$ cat src/rtl/pwm_spi_host_if.sv
// Request/response port of pwm_spi_host.
// master = on-chip requester, slave = the SPI host.
interface pwm_spi_host_if #(
    parameter int unsigned DATA_BYTES = 4
);
    logic                    req_valid;
    logic                    req_ready;
    logic                    req_write;
    logic [6:0]              req_addr;
    logic [8*DATA_BYTES-1:0] req_wdata;
    logic                    rsp_valid;
    logic [8*DATA_BYTES-1:0] rsp_rdata;
    logic                    rsp_err;
    logic                    busy;

    modport master (
        output req_valid, req_write, req_addr, req_wdata,
        input  req_ready, rsp_valid, rsp_rdata, rsp_err, busy
    );

    modport slave (
        input  req_valid, req_write, req_addr, req_wdata,
        output req_ready, rsp_valid, rsp_rdata, rsp_err, busy
    );
endinterface

$ cat src/rtl/pwm_spi_host.sv
// SPI mode-0 initiator that runs one framed register transaction per request.
// Optional write readback/compare is enabled by defining PWM_SPI_HOST_VERIFY_EN.
module pwm_spi_host #(
    parameter int unsigned CLK_DIV    = 4,
    parameter int unsigned CS_SETUP   = 2,
    parameter int unsigned DATA_BYTES = 4
) (
    input  logic          clk,
    input  logic          rst_n,
    pwm_spi_host_if.slave bus,
    output logic          spi_sclk,
    output logic          spi_mosi,
    input  logic          spi_miso,
    output logic          spi_cs_n
);
    localparam int unsigned DATA_W     = 8 * DATA_BYTES;
    localparam int unsigned FRAME_BITS = 8 * (1 + DATA_BYTES);
    localparam int unsigned CNT_W      = 16;
    localparam int unsigned BIT_W      = $clog2(FRAME_BITS + 1);

    typedef enum logic [2:0] {
        S_IDLE, S_SETUP, S_SHIFT, S_HOLD, S_GAP, S_DONE
    } state_t;

    state_t                r_state;
    logic [CNT_W-1:0]      r_cnt;
    logic [BIT_W-1:0]      r_bit;
    logic [FRAME_BITS-1:0] r_tx;
    logic [DATA_W-1:0]     r_rx;
    logic                  r_sclk;
    logic                  r_mosi;
    logic                  r_cs_n;
    logic                  r_req_ready;
    logic                  r_busy;
    logic                  r_rsp_valid;
    logic                  r_rsp_err;
    logic [DATA_W-1:0]     r_rsp_rdata;
    logic [1:0]            r_sync;
    logic [1:0]            r_samp;
    logic                  r_write;
    logic [6:0]            r_addr;
`ifdef PWM_SPI_HOST_VERIFY_EN
    logic                  r_verify;
    logic [DATA_W-1:0]     r_wdata;
`endif

    logic w_half_end;
    logic w_rise;
    logic w_need_rb;
    logic w_rd_done;
    logic w_err;

    assign w_half_end = (r_cnt == CNT_W'(CLK_DIV - 1));
    assign w_rise     = (r_state == S_SHIFT) && w_half_end && !r_sclk;

    // Readback frame follows a write; the completion then reports the readback.
`ifdef PWM_SPI_HOST_VERIFY_EN
    assign w_need_rb = r_write && !r_verify;
    assign w_rd_done = !r_write || r_verify;
    assign w_err     = r_verify && (r_rx != r_wdata);
`else
    assign w_need_rb = 1'b0;
    assign w_rd_done = !r_write;
    assign w_err     = 1'b0;
`endif

    assign spi_sclk      = r_sclk;
    assign spi_mosi      = r_mosi;
    assign spi_cs_n      = r_cs_n;
    assign bus.req_ready = r_req_ready;
    assign bus.busy      = r_busy;
    assign bus.rsp_valid = r_rsp_valid;
    assign bus.rsp_rdata = r_rsp_rdata;
    assign bus.rsp_err   = r_rsp_err;

    // MISO sync; the sample for a rising SCLK edge is taken two clocks later.
    always_ff @(posedge clk or negedge rst_n) begin
        if (!rst_n) begin
            r_sync <= '0;
            r_samp <= '0;
            r_rx   <= '0;
        end else begin
            r_sync <= {r_sync[0], spi_miso};
            r_samp <= {r_samp[0], w_rise && (r_bit >= BIT_W'(8))};
            if (r_samp[1]) begin
                r_rx <= {r_rx[DATA_W-2:0], r_sync[1]};
            end
        end
    end

    always_ff @(posedge clk or negedge rst_n) begin
        if (!rst_n) begin
            r_state     <= S_IDLE;
            r_cnt       <= '0;
            r_bit       <= '0;
            r_tx        <= '0;
            r_sclk      <= 1'b0;
            r_mosi      <= 1'b0;
            r_cs_n      <= 1'b1;
            r_req_ready <= 1'b1;
            r_busy      <= 1'b0;
            r_rsp_valid <= 1'b0;
            r_rsp_err   <= 1'b0;
            r_rsp_rdata <= '0;
            r_write     <= 1'b0;
            r_addr      <= '0;
`ifdef PWM_SPI_HOST_VERIFY_EN
            r_verify    <= 1'b0;
            r_wdata     <= '0;
`endif
        end else begin
            case (r_state)
                S_IDLE: begin
                    if (bus.req_valid) begin
                        r_write     <= bus.req_write;
                        r_addr      <= bus.req_addr;
                        r_tx        <= {bus.req_write, bus.req_addr,
                                        bus.req_write ? bus.req_wdata : DATA_W'(0)};
                        r_mosi      <= bus.req_write;
                        r_cs_n      <= 1'b0;
                        r_req_ready <= 1'b0;
                        r_busy      <= 1'b1;
                        r_cnt       <= '0;
                        r_state     <= S_SETUP;
`ifdef PWM_SPI_HOST_VERIFY_EN
                        r_verify    <= 1'b0;
                        r_wdata     <= bus.req_wdata;
`endif
                    end
                end
                S_SETUP: begin
                    if (r_cnt == CNT_W'(CS_SETUP - 1)) begin
                        r_cnt   <= '0;
                        r_bit   <= '0;
                        r_state <= S_SHIFT;
                    end else begin
                        r_cnt <= r_cnt + CNT_W'(1);
                    end
                end
                S_SHIFT: begin
                    if (w_half_end) begin
                        r_cnt  <= '0;
                        r_sclk <= ~r_sclk;
                        // Falling edge: advance MOSI and count the bit.
                        if (r_sclk) begin
                            r_bit  <= r_bit + BIT_W'(1);
                            r_tx   <= r_tx << 1;
                            r_mosi <= r_tx[FRAME_BITS-2];
                            if (r_bit == BIT_W'(FRAME_BITS - 1)) begin
                                r_state <= S_HOLD;
                            end
                        end
                    end else begin
                        r_cnt <= r_cnt + CNT_W'(1);
                    end
                end
                S_HOLD: begin
                    if (r_cnt == CNT_W'(CS_SETUP - 1)) begin
                        r_cnt   <= '0;
                        r_cs_n  <= 1'b1;
                        r_state <= S_GAP;
                    end else begin
                        r_cnt <= r_cnt + CNT_W'(1);
                    end
                end
                S_GAP: begin
                    if (r_cnt == CNT_W'(CLK_DIV - 1)) begin
                        r_cnt <= '0;
                        if (w_need_rb) begin
                            r_tx    <= {1'b0, r_addr, DATA_W'(0)};
                            r_mosi  <= 1'b0;
                            r_cs_n  <= 1'b0;
                            r_state <= S_SETUP;
`ifdef PWM_SPI_HOST_VERIFY_EN
                            r_verify <= 1'b1;
`endif
                        end else begin
                            r_rsp_valid <= 1'b1;
                            r_rsp_err   <= w_err;
                            if (w_rd_done) begin
                                r_rsp_rdata <= r_rx;
                            end
                            r_state <= S_DONE;
                        end
                    end else begin
                        r_cnt <= r_cnt + CNT_W'(1);
                    end
                end
                S_DONE: begin
                    r_rsp_valid <= 1'b0;
                    r_req_ready <= 1'b1;
                    r_busy      <= 1'b0;
                    r_state     <= S_IDLE;
                end
                default: r_state <= S_IDLE;
            endcase
        end
    end
endmodule

$ cat src/flat_wrapper.sv
// flat-port wrapper written by rule: the top's interface ports become plain ports
module pwm_spi_host_flat 
#(
    parameter int unsigned CLK_DIV    = 4,
    parameter int unsigned CS_SETUP   = 2,
    parameter int unsigned DATA_BYTES = 4
)
  (clk, rst_n, spi_sclk, spi_mosi, spi_miso, spi_cs_n, bus_req_valid, bus_req_write, bus_req_addr, bus_req_wdata, bus_req_ready, bus_rsp_valid, bus_rsp_rdata, bus_rsp_err, bus_busy);
  pwm_spi_host_if #(.DATA_BYTES(DATA_BYTES)) bus_i ();
  input  logic clk;
  input  logic rst_n;
  output logic spi_sclk;
  output logic spi_mosi;
  input  logic spi_miso;
  output logic spi_cs_n;
  input wire logic [$bits(bus_i.req_valid)-1:0] bus_req_valid;
  input wire logic [$bits(bus_i.req_write)-1:0] bus_req_write;
  input wire logic [$bits(bus_i.req_addr)-1:0] bus_req_addr;
  input wire logic [$bits(bus_i.req_wdata)-1:0] bus_req_wdata;
  output wire logic [$bits(bus_i.req_ready)-1:0] bus_req_ready;
  output wire logic [$bits(bus_i.rsp_valid)-1:0] bus_rsp_valid;
  output wire logic [$bits(bus_i.rsp_rdata)-1:0] bus_rsp_rdata;
  output wire logic [$bits(bus_i.rsp_err)-1:0] bus_rsp_err;
  output wire logic [$bits(bus_i.busy)-1:0] bus_busy;
  assign bus_i.req_valid = bus_req_valid;
  assign bus_i.req_write = bus_req_write;
  assign bus_i.req_addr = bus_req_addr;
  assign bus_i.req_wdata = bus_req_wdata;
  assign bus_req_ready = bus_i.req_ready;
  assign bus_rsp_valid = bus_i.rsp_valid;
  assign bus_rsp_rdata = bus_i.rsp_rdata;
  assign bus_rsp_err = bus_i.rsp_err;
  assign bus_busy = bus_i.busy;
  pwm_spi_host #(.CLK_DIV(CLK_DIV), .CS_SETUP(CS_SETUP), .DATA_BYTES(DATA_BYTES)) u_core (.clk(clk), .rst_n(rst_n), .bus(bus_i), .spi_sclk(spi_sclk), .spi_mosi(spi_mosi), .spi_miso(spi_miso), .spi_cs_n(spi_cs_n));
endmodule
$ cat config.mk
export PLATFORM = sky130hd
export DESIGN_NAME = pwm_spi_host_flat
export DESIGN_NICKNAME = d
export VERILOG_FILES = /design/src/rtl/pwm_spi_host_if.sv /design/src/rtl/pwm_spi_host.sv /design/src/flat_wrapper.sv
export SDC_FILE = /design/constraint.sdc
export NUM_CORES = 1
export LEC_CHECK = 0
export BUFFER_PORTS_ARGS = -buffer_cell sky130_fd_sc_hd__buf_2
export CAP_MARGIN = 0
export CORE_MARGIN = 2
export CORE_UTILIZATION = 25
export DETAILED_ROUTE_END_ITERATION = 10
export SLEW_MARGIN = 30
export SYNTH_ARGS = -nofsm -noshare
export SYNTH_HDL_FRONTEND = slang
export SYNTH_SLANG_ARGS = --single-unit
$ cat constraint.sdc
create_clock -name clk -period 2.2 [get_ports clk]
set_input_delay 0.33 -clock clk [delete_from_list [all_inputs] [get_ports clk]]
set_output_delay 0.33 -clock clk [all_outputs]
set_load 0.02 [all_outputs]
# Word level (Yosys, flattened, before mapping)
# Cells that the tools add are included.
dict set report classes {
  mux 33
  add_sub_neg 2
  n_eq_ne 15
  order_cmp 1
  n_bitwise 2
  n_reduce_logical 23
}
# cell n
set ops {}
lappend ops {{39-bit two-way mux} 3}
lappend ops {{39-bit one-hot mux with 2 select lines} 1}
lappend ops {{16-bit two-way mux} 3}
lappend ops {{16-bit one-hot mux with 3 select lines} 1}
lappend ops {{32-bit two-way mux} 1}
lappend ops {{3-bit two-way mux} 7}
lappend ops {{6-bit two-way mux} 3}
lappend ops {{16-bit by 1-bit adder with 16-bit output, second input constant} 1}
lappend ops {{16-bit by 1-bit == test with 1-bit output, second input constant} 1}
lappend ops {{16-bit by 2-bit == test with 1-bit output, second input constant} 1}
lappend ops {{3-bit one-hot mux with 5 select lines} 1}
lappend ops {{6-bit one-hot mux with 2 select lines} 1}
lappend ops {{2-bit by 1-bit inequality test with 1-bit output, second input constant} 5}
lappend ops {{1-bit one-hot mux with 2 select lines} 5}
lappend ops {{2-bit AND reduction} 5}
lappend ops {{2-bit nonzero test} 5}
lappend ops {{4-bit AND reduction} 2}
lappend ops {{1-bit two-way mux} 7}
lappend ops {{7-bit AND reduction} 1}
lappend ops {{6-bit by 1-bit adder with 6-bit output, second input constant} 1}
lappend ops {{3-bit by 2-bit == test with 1-bit output, second input constant} 2}
lappend ops {{3-bit == test, second input constant} 2}
lappend ops {{6-bit == test, second input constant} 1}
lappend ops {{6-bit by 4-bit greater-or-equal comparator with 1-bit output, second input constant} 1}
lappend ops {{9 further kinds} 15}
dict set report totals {
  out_inout_bits 39
  ff_bits 139
  elab_cells 91
}

# Longest topological paths before layout
dict set report logic_depth {
  word_depth 5
  ltp_mapped 8
  mapped_depth_nobuf 7
}

# Least setup slack after synthesis
# No wires, ideal clock.
dict set report synth_timing {
  path_kind {register to register}
  from {reg u_core.r_cnt[0]}
  to {reg u_core.r_cnt[7]}
  period_less_slack_ns 1.925
  path_stages_with_launch 8
  t_arrival_ns 1.853
  setup_time_ns 0.072
  t_required_ns 2.128
  slack_ns 0.275
  path_buffers 1
  cell_sequence {dfrtp_1 -> ha_1 -> nor3b_1 -> nand4_1 -> nor2_1 -> or4_4 -> buf_4 -> nor2_1}
}
dict set report synth_via {
  elab_chain_len 3
  word_cells_on_any_way 6
  classes_between {add/sub (1); eq/ne (2); mux (3)}
}
# item line_no
set synth_rtl {}
lappend synth_rtl {{start: declaration} pwm_spi_host.sv:26} ;# logic [CNT_W-1:0] r_cnt;
lappend synth_rtl {{start signal: assignment} pwm_spi_host.sv:137} ;# r_cnt <= r_cnt + CNT_W'(1);
lappend synth_rtl {{start signal: assignment} pwm_spi_host.sv:154} ;# r_cnt <= r_cnt + CNT_W'(1);
lappend synth_rtl {{start signal: assignment} pwm_spi_host.sv:163} ;# r_cnt <= r_cnt + CNT_W'(1);
lappend synth_rtl {{16-bit by 1-bit adder with 16-bit output, or another cell as far along} n/a}
lappend synth_rtl {{16-bit two-way mux, on equally long branches} n/a}
lappend synth_rtl {{16-bit one-hot mux with 3 select lines *} pwm_spi_host.sv:112} ;# case (r_state)
# Every way passes the cells marked *; elsewhere a longest branch is shown, timed or not.
# A chain may end at the register's enable or synchronous reset.

# Worst setup path in the final report
dict set report layout_timing {
  from {reg u_core.r_cnt[7]}
  to {reg u_core.r_rsp_rdata[31], in the netlist u_core.bus.rsp_rdata[31]}
}
dict set report layout_via {
  elab_chain_len 2
}
# item line_no
set layout_rtl {}
lappend layout_rtl {{16-bit by 2-bit == test with 1-bit output} pwm_spi_host.sv:167} ;# if (r_cnt == CNT_W'(CLK_DIV - 1)) begin
lappend layout_rtl {{3-bit AND reduction (no source line)} n/a}
lappend layout_rtl {{end signal: assignment} pwm_spi_host.sv:181} ;# r_rsp_rdata <= r_rx;
lappend layout_rtl {{end: declaration} pwm_spi_host.sv:37} ;# logic [DATA_W-1:0] r_rsp_rdata;
# No other way between the ends.

==> flow_metrics.env <==
export IMPL_arrival_ns=2.36
export IMPL_syn_nets=610
export IMPL_maxCapViolations=0
export IMPL_hold_viol=0
export IMPL_initial_utilization_pct=25.4
export IMPL_power_leakage_nw=3.70
export IMPL_fillCellCount=2523
export IMPL_gp_congestion=0.770
export IMPL_htree_levels=4
export IMPL_drtAntennaViolNets=0
export IMPL_antenna_found_initial=1
export IMPL_critPathRequiredTime_ns=2.50
export IMPL_via_per_inst=4.55
export IMPL_startpoint_type="flip-flop"
export IMPL_tightest_slew_ns=0.583
export IMPL_yosysUniqueCellTypes=54
export IMPL_gr_total_overflow=0
export IMPL_grt_util_all_layers_pct=10.2
export IMPL_cts_buffers=17
export IMPL_synth_area_per_cell_um2=11.4
export IMPL_fp_coreArea_um2=25200
export IMPL_cp_end_kind="flip-flop"
export IMPL_synth_xor_area_share_pct=1.92
export IMPL_vias=4448
export IMPL_fin_tns_setup_ns=0
export IMPL_grt_pass1_vias=4133
export IMPL_status="finished, final reports clean"
export IMPL_placementRows=58
export IMPL_multi_input_area_um2=2690
export IMPL_area_growth_pct=22.0
export IMPL_yosys_area_share_adder_pct=0.782
export IMPL_die_height_um=164
export IMPL_cpPeakStageDelay_ns=0.46
export IMPL_grt_pass1_wl_mm=21.7
export IMPL_diodes=0
export IMPL_layout_min_cycle_time_ns=2.07
export IMPL_synth_enable_flop_cells=0
export IMPL_cts_sinks=139
export IMPL_period_share_pct=94.0
export IMPL_insertion_delay_ns=0.42
export IMPL_drive_gt1_share_pct=31.9
export IMPL_setup_violations_final=0
export IMPL_synth_area_top_cells="dfrtp_1 54%, mux2_4 7.0%, mux2_2 5.8%"
export IMPL_synthFlopType="dfrtp_1"
export IMPL_synth_compound_area_share_pct=11.4
export IMPL_yosys_area_top_type="dfrtp_1"
export IMPL_critPathKind="reg2reg"
export IMPL_synth_top_area_share_pct=53.6
export IMPL_post_cts_setup_buffers=0
export IMPL_skew_ns=0.00906
export IMPL_finish_utilization_pct=31.0
export IMPL_ys_ff_latch=139
export IMPL_hpwl_mm=8.62
export IMPL_avgRoutedWirePerCell_um=13.5
export IMPL_final_nets=683
export IMPL_power_density_nw_per_um2=731
export IMPL_clockBufferDepth=2
export IMPL_hold_path_class="in2reg"
export IMPL_post_route_drc_count=0
export IMPL_drtIter0Drc=345
export IMPL_dieArea_um2=26900
export IMPL_async_reset_ff_share_pct=100
export IMPL_synth_simple_area_share_pct=13.9
export IMPL_synth_seq_area_share_pct=54.4
export IMPL_grt_start_max_net_pins=80
export IMPL_cts_tree="built"
export IMPL_yosys_mux_area_fraction_pct=13.5
export IMPL_final_max_slew_viol_count=0
export IMPL_yosys_warnings=0
export IMPL_ir_worst_vdd_uv=414
export IMPL_crit_fanout=32
export IMPL_die_w_um=164
export IMPL_clockRootBuffer="clkbuf_16"
export IMPL_syn_inst=562
export IMPL_rsz0062_at_grt="no"
export IMPL_ios=83
export IMPL_slowest_stage="dfrtp_1"
export IMPL_path_cells="nor4_4 > and4_4 > and2_4 > nand3_4 > buf_12 > mux2_1"
export IMPL_path_clk_slew_ns=0.06
export IMPL_synth_top_family_by_area="simple AND/OR/NAND/NOR gates"
export IMPL_portBuffers=81
export IMPL_fmax_mhz=484
export IMPL_regArea_um2=3480
export IMPL_finalWirelength_mm=13.2
export IMPL_slew_headroom_pct=61.2
export IMPL_synth_area_um2=6400
export IMPL_first_pass_iters=5
[through the flow]
stage               instance area (um^2)  instances  hold WS (ns)  worst slack (ns)  total power, W
detailed placement                  7190        944         0.315             0.104         0.00293
global route                        7810        978         0.206            0.0275         0.00596
floorplan                           6400        562        0.0344             0.275         0.00280
CTS                                 7780        978         0.187            0.0888         0.00579
global placement                    7190        944         0.313             0.126         0.00293
finish                              7810        978         0.200             0.132         0.00571
[layer usage]
metal | track usage, % | share of wire [%]
met4 | 3.71 | 1.3
met2 | 14.8 | 46
met5 | 0 | 0.099
met1 | 14.2 | 48
met3 | 3.18 | 4.6
[kinds of logic after synthesis]
logic type | Yosys count
AOI/OAI and AO/OA | 109
DFF | 139
and+or+nand+nor | 177
muxes | 67
xor gates and xnor gates | 14
adders and majority gates | 4
buffers and inverters | 51
other | 1
[cell usage after synthesis (all sizes together), types with 7 or more instances]
cell,instances
o21ai,14
nand4,8
nor4,7
dfrtp,137
nor2,24
xor2,10
clkbuf,24
mux2,66
nand2,65
a21oi,43
nor3,7
nand3,43
buf,23
a41oi,39
[cells in the final DEF, fill, tap and decap left out, drive strengths merged, types with 2 or more instances in the layout]
master	n
nor3b	2
clkinvlp	3
xor2	10
ha	4
dfrtp	137
o31ai	2
a21o	2
nor2	24
xnor2	4
buf	99
and4	2
nand2	65
nor2b	3
bufinv	2
clkbuf	19
and3	4
dfstp	2
nand2b	4
a21oi	43
and2	3
mux2	66
clkinv	5
dlygate4sd3	2
a41oi	39
or2	2
nand4	8
nor3	7
nor4	7
nand3	43
o21ai	14
inv	7
[what timing repair did]
action | CTS | global route
resized for setup | 0 | 3
hold buffers | 2 | 0
hold endpoints to repair | 48 | 0
endpoints found under the setup margin | 0 | 59
[report_power, final]
part           total (W)  internal (W)  switching, W
logic           0.000230     0.0000954      0.000135
registers        0.00267       0.00260     0.0000721
clock network    0.00281       0.00168       0.00113
total            0.00571       0.00437       0.00134
[critical path, delay by kind of cell (launching register included)]
family	cells	cell delay [ns]
DFF	1	0.46
and+or+nand+nor	4	0.92
buffers and inverters	1	0.22
muxes	1	0.34
[flip-flops by register name (all words and copies together) (netlist names)]
signal                cells
u_core.bus.busy           1
u_core.r_cnt             16
u_core.r_sync             2
u_core.r_samp             2
u_core.r_write            1
u_core.r_state            3
u_core.r_rx              32
u_core.spi_mosi           1
u_core.bus.rsp_rdata     32
u_core.bus.req_ready      1
u_core.bus.rsp_valid      1
u_core.spi_sclk           1
u_core.spi_cs_n           1
u_core.r_tx              39
u_core.r_bit              6
[final timing paths]
path | to | slack (ns) | startpoint | cells after the start
worst min-delay path | u_core.r_tx[34] | 0.20 | bus_req_addr[2] | 3
min in group asynchronous | u_core.bus.rsp_rdata[3] | 0.43 | rst_n | 2
max in group asynchronous | u_core.r_rx[0] | 1.08 | rst_n | 3
worst max register to register | u_core.bus.rsp_rdata[31] | 0.13 | u_core.r_cnt[7] | 6
worst min register to register | u_core.r_samp[1] | 0.35 | u_core.r_samp[0] | 0
worst max-delay path | u_core.bus.rsp_rdata[31] | 0.13 | u_core.r_cnt[7] | 6
[cell type report]
type,instances,area share [%]
well taps,330,5.29
inverters,4,0.192
clock buffers,19,5.54
repair buffers,101,8.06
flip-flops and latches,139,44.6
clock inverters,13,1.84
multi-input cells,372,34.5
Power figures use the tool's default switching activity.
